--- src/rtl/mux2_rr_arbiter.sv ---
// rtl/mux2_rr_arbiter.sv - round-robin 2:1 valid/ready arbiter with registered output stage
// Optional saturating per-channel grant counters when MUX2_ARB_CNT_EN is defined.
module mux2_rr_arbiter #(
  parameter int WIDTH = 8
`ifdef MUX2_ARB_CNT_EN
  ,
  parameter int CNT_W = 16
`endif
) (
  input  logic             clk,
  input  logic             rst_n,
  input  logic [WIDTH-1:0] a_data,
  input  logic             a_valid,
  output logic             a_ready,
  input  logic [WIDTH-1:0] b_data,
  input  logic             b_valid,
  output logic             b_ready,
  output logic [WIDTH-1:0] out_data,
  output logic             out_valid,
  input  logic             out_ready,
  output logic             sel
`ifdef MUX2_ARB_CNT_EN
  ,
  output logic [CNT_W-1:0] grant_cnt_a,
  output logic [CNT_W-1:0] grant_cnt_b
`endif
);

  logic prio;
  logic space;
  logic grant_a;
  logic grant_b;
  logic accept_a;
  logic accept_b;

  // prio=0 favours A on contention; a lone requester always wins.
  assign grant_a  = a_valid && (!b_valid || !prio);
  assign grant_b  = b_valid && (!a_valid || prio);
  assign space    = !out_valid || out_ready;

  // rst_n gating keeps both readies low while the register is held in reset.
  assign a_ready  = rst_n && space && grant_a;
  assign b_ready  = rst_n && space && grant_b;
  assign accept_a = a_valid && a_ready;
  assign accept_b = b_valid && b_ready;

  always_ff @(posedge clk or negedge rst_n) begin
    if (!rst_n) begin
      out_data  <= '0;
      out_valid <= 1'b0;
      sel       <= 1'b0;
      prio      <= 1'b0;
    end else if (accept_a || accept_b) begin
      out_data  <= accept_b ? b_data : a_data;
      sel       <= accept_b;
      out_valid <= 1'b1;
      prio      <= !accept_b;
    end else if (out_ready) begin
      out_valid <= 1'b0;
    end
  end

`ifdef MUX2_ARB_CNT_EN
  localparam logic [CNT_W-1:0] CNT_MAX = '1;

  always_ff @(posedge clk or negedge rst_n) begin
    if (!rst_n) begin
      grant_cnt_a <= '0;
      grant_cnt_b <= '0;
    end else begin
      if (accept_a && grant_cnt_a != CNT_MAX)
        grant_cnt_a <= grant_cnt_a + 1'b1;
      if (accept_b && grant_cnt_b != CNT_MAX)
        grant_cnt_b <= grant_cnt_b + 1'b1;
    end
  end
`endif

endmodule

--- config.mk ---
export PLATFORM = sky130hd
export DESIGN_NAME = mux2_rr_arbiter
export DESIGN_NICKNAME = d
export VERILOG_FILES = /design/src/rtl/mux2_rr_arbiter.sv
export SDC_FILE = /design/constraint.sdc
export NUM_CORES = 1
export LEC_CHECK = 0
export CORE_AREA = 3 3 40 42
export DETAILED_ROUTE_END_ITERATION = 12
export DIE_AREA = 0 0 43 45
export DONT_BUFFER_PORTS = 1
export SYNTH_ARGS = -nofsm -noshare
export SYNTH_HDL_FRONTEND = slang
export SYNTH_SLANG_ARGS = --single-unit
--- constraint.sdc ---
create_clock -name clk -period 1.7 [get_ports clk]
set_clock_uncertainty 0.2 [all_clocks]
set_input_delay 0.34 -clock clk [delete_from_list [all_inputs] [get_ports clk]]
set_output_delay 0.34 -clock clk [all_outputs]
set_load 0.01 [all_outputs]
==> results list <==
- Buffers on Ports: 0
* I/O pin cnt: 33
- Post-route clock period utilization: 0.974
- For this block, the routed nets add up to 1340 um of wire.
- The worst setup path is captured at an output port.
* Dominant cells by area after synthesis: sky130_fd_sc_hd__dfrtp_1, sky130_fd_sc_hd__nand2_1, sky130_fd_sc_hd__a22oi_2
- For this run, asynchronously set or reset flops after synthesis account for 1.00.
* Yosys cell types: 13
- By instance count, the leading cell after synthesis is sky130_fd_sc_hd__nand2_1.
- Hold Vio Cnt, Final: 0
- Worst slew pin tran: 0.511 ns
- Post-DP HPWL: 865 um
- Count of vias placed by the detailed router: 449
- For this run, the total global-route usage over all layers was measured as 0.153.
- Yosys mapped a number of flops with a built-in enable equal to 0.
- The net count of the finished layout is 93.
- Path class of the lowest-slack min-delay path: input pin to flop
* Number of standard cells in the layout, taps in and fillers out: 86
* CP Data Required Time: 1.16 ns
- The number of antenna diodes in the final layout is 0.
- Entering global routing, the biggest net connects 12 pins.
- The floorplan step set the die width to 43 um.
- Net count after synthesis: 72
* Total overflow reported by the global router: 0
* Count of TritonRoute iterations in the first routing pass: 4
- In this run, the number of DRC markers left after iteration 0 of detailed routing was 4.
* Startpoint kind of the worst setup timing path: flop
- Clock slew at reported path FFs: 0.07 ns
- Level count of the clock H-tree: 1
- In the synthesized netlist the dominant register cell turns out to be sky130_fd_sc_hd__dfrtp_1.
- Later-pin clock latency in the skew report: 0.27 ns
* TritonCTS clock tree: yes
* Area fraction of the dominant cell type after synthesis: 0.509
- Portion of total power attributed to the clock network: 0.249
* Mapped Area: 541 um^2
* Share of total power in sequential cells: 0.539
- Total number of placement rows: 13
- Library cell used as clock root buffer: sky130_fd_sc_hd__clkbuf_4
- Number of warnings reported in the yosys synthesis log: 0
* Most common library cells after synthesis: sky130_fd_sc_hd__nand2_1, sky130_fd_sc_hd__dfrtp_1, sky130_fd_sc_hd__a22oi_2, sky130_fd_sc_hd__nor2_1
* Worst Setup Slack post-DPL: 0.230 ns
- After detailed routing, the number of remaining DRC violations is 0.
* Slew HR: 0.658
- The slowest stage of the critical path belongs to the cell sky130_fd_sc_hd__dfrtp_1.
- The layout has 129 filler cells.
- In the routed layout, each cell is associated on average with a via count of 5.22.
- Run status: completed
- Setup violations remaining at the end of the flow were counted as 0.
* Number of max-cap violations: 0
* Arr. time, crit path: 1.12 ns
* Internal Dissipation: 0.000488 W
- After floorplanning, the core was sized to cover 1280 um^2.
- For this configuration, the core starts out at a cell density of 0.421.
- Maximum ir drop on the vdd rail: 0.000507 V
* Maximum fanout along the worst path: 5
* Vias in the first global route: 480
- Post-Route Utilization: 0.575
- Static leakage: 0.333 nW
- Number of buffers added by the clock tree synthesis step: 3
- The critical path goes through nand2b_4 -> o2111ai_4 -> inv_4.
- Detail Route Antenna Nets: 0
* Net switching power: 0.000247 W
- First-pass GRT wire length: 2120 um
- The die covers 1940 um^2.
- Of the cells placed in the final design, the portion with a size suffix greater than 1 is 0.296.
- Share of power burned in combinational logic: 0.212
- Average instance area after synthesis: 10.6 um^2
* Number of antenna violations at the first check in global routing: 0
* Post-synthesis sequential area ratio: 0.509
* FMAX: 604 MHz
- Syn-to-layout area delta: 36.8%
- Total power per unit cell area: 994 nW/um^2
- Summed over all failing endpoints, the final setup total negative slack is 0 ns.
- Counting I/O delays and the setup requirement, the final critical path takes 1.66 ns.
- Counting along the longest clock path gives a buffer depth of 2.
- Slowest stage delay, CP: 0.44 ns
* Routed wire length per instance: 15.6 um
- After technology mapping, the gate count stands at 51.
- Across all setup checks in the final design, the least slack found is 0.0437 ns.
- The clock drives 11 sinks.
- The number of pins with negative max-slew slack in the final report came to 0.
* Cell accounting for the most synthesized area: sky130_fd_sc_hd__dfrtp_1
- In this run, placement finished with an instance count of 66.
* Seq cells post-synth: 11
- Switching part of the total: 0.336
* Routability congestion estimate from global placement: 0.704
- The floorplan step set the die height to 45 um.
- By startpoint and endpoint, the worst setup path is classified as flop to output port.
[registers in the layout, indices dropped and copies added, names as in the netlist]
name	cells
out_data	8
out_valid	1
prio	1
sel	1
[per-layer routing]
layer,global-route usage,up-vias,wire length [um]
met3,0.0598,5,107
met4,0.108,0,36
met2,0.254,21,689
met1,0.159,207,511
li1,-,216,-
met5,0,-,0
[logic make-up (layout without fill, tap and decap cells)]
kind of cell           count (synthesis)  in the layout  share of synthesized area
AND/OR/NAND/NOR                       24             24                      0.201
buffers and inverters                  3             23                     0.0347
AO/OA/AOI/OAI                         13             13                      0.255
flip-flops                            11             11                      0.509
[repair_timing]
item                       CTS  global route
setup buffers                1             2
pin swaps                    1             1
setup endpoints to repair    2             2
hold endpoints to repair    16             1
cloned                       2             0
resized for setup            1             0
hold buffers                10             1
[placed cells by master, fill, tap and decap left out]
master                          count
sky130_fd_sc_hd__a21oi_1            3
sky130_fd_sc_hd__a21oi_2            3
sky130_fd_sc_hd__a22oi_2            5
sky130_fd_sc_hd__buf_4              3
sky130_fd_sc_hd__clkbuf_1           1
sky130_fd_sc_hd__clkbuf_4           3
sky130_fd_sc_hd__clkinv_2           1
sky130_fd_sc_hd__clkinv_4           1
sky130_fd_sc_hd__clkinvlp_4         1
sky130_fd_sc_hd__dfrtp_1           11
sky130_fd_sc_hd__dlygate4sd3_1     11
sky130_fd_sc_hd__inv_1              1
sky130_fd_sc_hd__inv_4              1
sky130_fd_sc_hd__nand2_1           17
sky130_fd_sc_hd__nand2b_4           1
sky130_fd_sc_hd__nand4_4            1
sky130_fd_sc_hd__nor2_1             5
sky130_fd_sc_hd__o2111ai_4          1
sky130_fd_sc_hd__o211ai_1           1
[worst max-delay path, delay by kind of cell, from the launching register on]
| family | cells | cell delay [ns] |
|---|---|---|
| compound gates | 1 | 0.13 |
| flops | 1 | 0.44 |
| simple gates | 1 | 0.13 |
| buf+inv | 1 | 0.14 |
[final cells by class]
| class | count | area [um^2] | share of cell area |
|---|---|---|---|
| timing repair buffer | 14 | 133 | 0.179 |
| timing repair inverter | 2 | 12.5 | 0.0169 |
| tap | 15 | 18.8 | 0.0254 |
| sequential | 11 | 275 | 0.372 |
| inverter | 3 | 18.8 | 0.0254 |
| multi-input combinational | 37 | 255 | 0.345 |
| clock buffer | 4 | 26.3 | 0.0355 |
[worst paths after layout]
kind                            from          end  slack (ns)  cells past startpoint
min in group asynchronous      rst_n  out_data[6]        0.27                      1
min reg2reg                      sel          sel        0.35                      2
max in group asynchronous      rst_n  out_data[1]        0.69                      1
max reg2reg                     prio  out_data[7]        0.18                      5
min                        b_data[3]  out_data[3]        0.03                      2
max                        out_valid      b_ready        0.04                      3
[stage by stage]
step           instance area, um^2  hold WS (ns)  total power, W
6_report                       739        0.0257        0.000735
5_1_grt                        739        0.0481        0.000778
4_1_cts                        714       0.00234        0.000735
3_5_place_dp                   559        -0.155        0.000517
3_3_place_gp                   559        -0.155        0.000515
2_1_floorplan                  541        -0.156        0.000489
[power groups by stage]
stage | Combinational (W) | Clock, W | Sequential (W)
floorplan | 0.0000979 | 0 | 0.000391
CTS | 0.000150 | 0.000186 | 0.000399
global route | 0.000176 | 0.000197 | 0.000405
finish | 0.000156 | 0.000183 | 0.000396
global placement | 0.000111 | 0 | 0.000405
detailed placement | 0.000114 | 0 | 0.000403
Note: power is estimated with default switching activity, not from simulation.
==> RTL edit, RTL diff (same flow settings) <==
Change the parameter `WIDTH` from 8 to 10.
--- a/src/rtl/mux2_rr_arbiter.sv
+++ b/src/rtl/mux2_rr_arbiter.sv
@@ -3,3 +3,3 @@
 module mux2_rr_arbiter #(
-  parameter int WIDTH = 8
+  parameter int WIDTH = 10
 `ifdef MUX2_ARB_CNT_EN
Ports: changed (resized a_data, b_data and out_data); port bits go from 33 to 39. No check against the original RTL was run, so the function may have changed too.
==> RTL edit against the original RTL <==
Total power rose by 16%. Final area rose by 15%. Wire length rose by 15%. Sequential cell count rose by 2. Critical path type unchanged. The run now ends with setup timing left. Clock power rose by 8%. Synthesized area rose by 18%. Worst setup slack got worse by 61 ps. Core utilization rose by 8.9 points.
==> RTL edit: results (changes against the original RTL) <==
| Parameter | This run | Unit | vs unedited |
|---|---|---|---|
| Remaining max-slew budget at the tightest pin | 52.3 | % | -14 points |
| Top reg by flops | out_data | - |  |
| Leakage Power | 0.390 | nW | +17% |
| Failing checks | setup timing | - |  |
| Initial antenna violation count | 0 | - | unchanged |
| Most common library cell in the layout ignoring fill and taps | nand2_1 | - |  |
| Net count reported at finish | 108 | - | +16% |
| Detailed-route wire length | 1540 | um | +15% |
| Layout cell share with drive strength beyond 1 | 26.8 | % | -2.7 points |
| Arrival time worst endpoint | 1180 | ps | +60 ps |
| Critical Path Fanout Max | 6 | - | +1 |
| Yosys warns | 0 | - | unchanged |
| Iter 0 DRT Violations | 10 | - | +6 |
| FFs w/ async S/R, synth | 100 | % | unchanged |
| CTS Buf Count | 3 | - | unchanged |
| Clock slew at reported path FFs | 80 | ps |  |
| Total vias in the final route | 524 | - | +17% |
| Max FFs per register | 10 | - | +2 |
| Status | finished with violations | - |  |
| Worst supply voltage drop on vdd | 0.000509 | V | +0.48% |
| Total nets after synthesis | 86 | - | +19% |
| Post-detail-place hpwl | 938 | um | +8.5% |
| H-tree levels | 1 | - | unchanged |
| Clock latency on the worst-skew pair | 280 | ps |  |
| Setup violations, final | 1 | - | +1 |
| Pin count of the biggest net entering global routing | 14 | - | +2 |
| Gpl congestion | 0.675 | - | -4.1% |
| First-pass detailed-route iteration total | 4 | - | unchanged |
| Finished Cell Area | 853 | sq um | +15% |
| Post-route setup slack | -17.7 | ps | -61.4 ps |
| Share of synthesized area occupied by flip-flops and latches | 51.0 | % | +0.054 points |
| Total track usage | 16.9 | % | +1.5 points |
| Dominant cells by area after synthesis | dfrtp_1 (51%), a22oi_2 (14%), nand2_1 (12%) | - |  |
| Vias in the first global route | 502 | - | +4.6% |
| Top post-synthesis cells by count | nand2_1 (21), dfrtp_1 (13), a22oi_2 (7) | - |  |
| Clock Tree Root | clkbuf_4 | - |  |
| Distinct cells, synth | 12 | - | -1 |
| Worst Setup Slack post-DPL | 167 | ps | -63.7 ps |
| Filler cell count | 103 | - | -20% |
| First-pass GRT wire length | 2330 | um | +10% |
| Placed Area | 642 | sq um | +15% |
RTL edit: changes by cell type after synthesis, sizes merged:
cell / delta
a22oi: +2
buf: +2
clkinv: -1
dfrtp: +2
inv: +1
nand2: +4
RTL edit: final timing paths:
check | from | endpoint | slack [ps] | depth (start not counted)
worst min register to register | sel | sel | 350 | 2
worst min-delay path | b_data[1] | out_data[1] | 10 | 2
worst max register to register | prio | out_data[4] | 210 | 5
max in group asynchronous | rst_n | out_data[3] | 640 | 1
worst max-delay path | prio | b_ready | -20 | 2
min in group asynchronous | rst_n | sel | 290 | 1
RTL edit: cell families (layout without fill, tap and decap cells):
| group | Yosys count | after routing | share of synthesized area, % |
|---|---|---|---|
| AOI/OAI and AO/OA | 15 | 15 | 24.3 |
| buffers and inverters | 5 | 26 | 5.29 |
| DFF | 13 | 13 | 51.0 |
| and+or+nand+nor | 28 | 28 | 19.4 |
RTL edit: per-stage QoR:
step	cells	setup TNS, ps	power (mW)
floorplan	61	0	0.575
global placement	75	0	0.598
detailed placement	75	0	0.601
CTS	94	-66.8	0.834
global route	97	-97.3	0.899
finish	97	-17.7	0.850
RTL edit: timing repair:
item | in CTS | in global routing
hold buffers | 14 | 0
buffers inserted | 0 | 3
gates resized for setup | 4 | 3
hold endpoints to repair | 20 | 0
pin swaps | 1 | 1
setup endpoints to repair | 2 | 2
cloned | 1 | 0
RTL edit: final cells by class:
cell class / count / area share [%]
Clock buffer: 4 / 3.08
Inverter: 3 / 2.49
Multi-Input combinational cell: 43 / 33.7
Sequential cell: 13 / 38.1
Tap cell: 15 / 2.20
Timing Repair Buffer: 18 / 19.9
Timing Repair inverter: 1 / 0.440
RTL edit: power by group:
part / switching [mW] / internal, mW / leakage, nW / total [mW]
combinational: 0.0947 / 0.0904 / 0.218 / 0.185
sequential: 0.0877 / 0.381 / 0.157 / 0.469
clock: 0.105 / 0.0910 / 0.0150 / 0.197
RTL edit: critical path: cells and delay by family (launching register included):
family	cells	cell delay, ps
buf+inv	1	150
compound gates	1	310
flops	1	440
RTL edit: metal layers:
layer / wire length [um] / global-route usage (%)
met3: 145 / 6.77
met1: 610 / 20.3
met2: 765 / 26.0
met5: 0 / 0
met4: 23 / 9.04
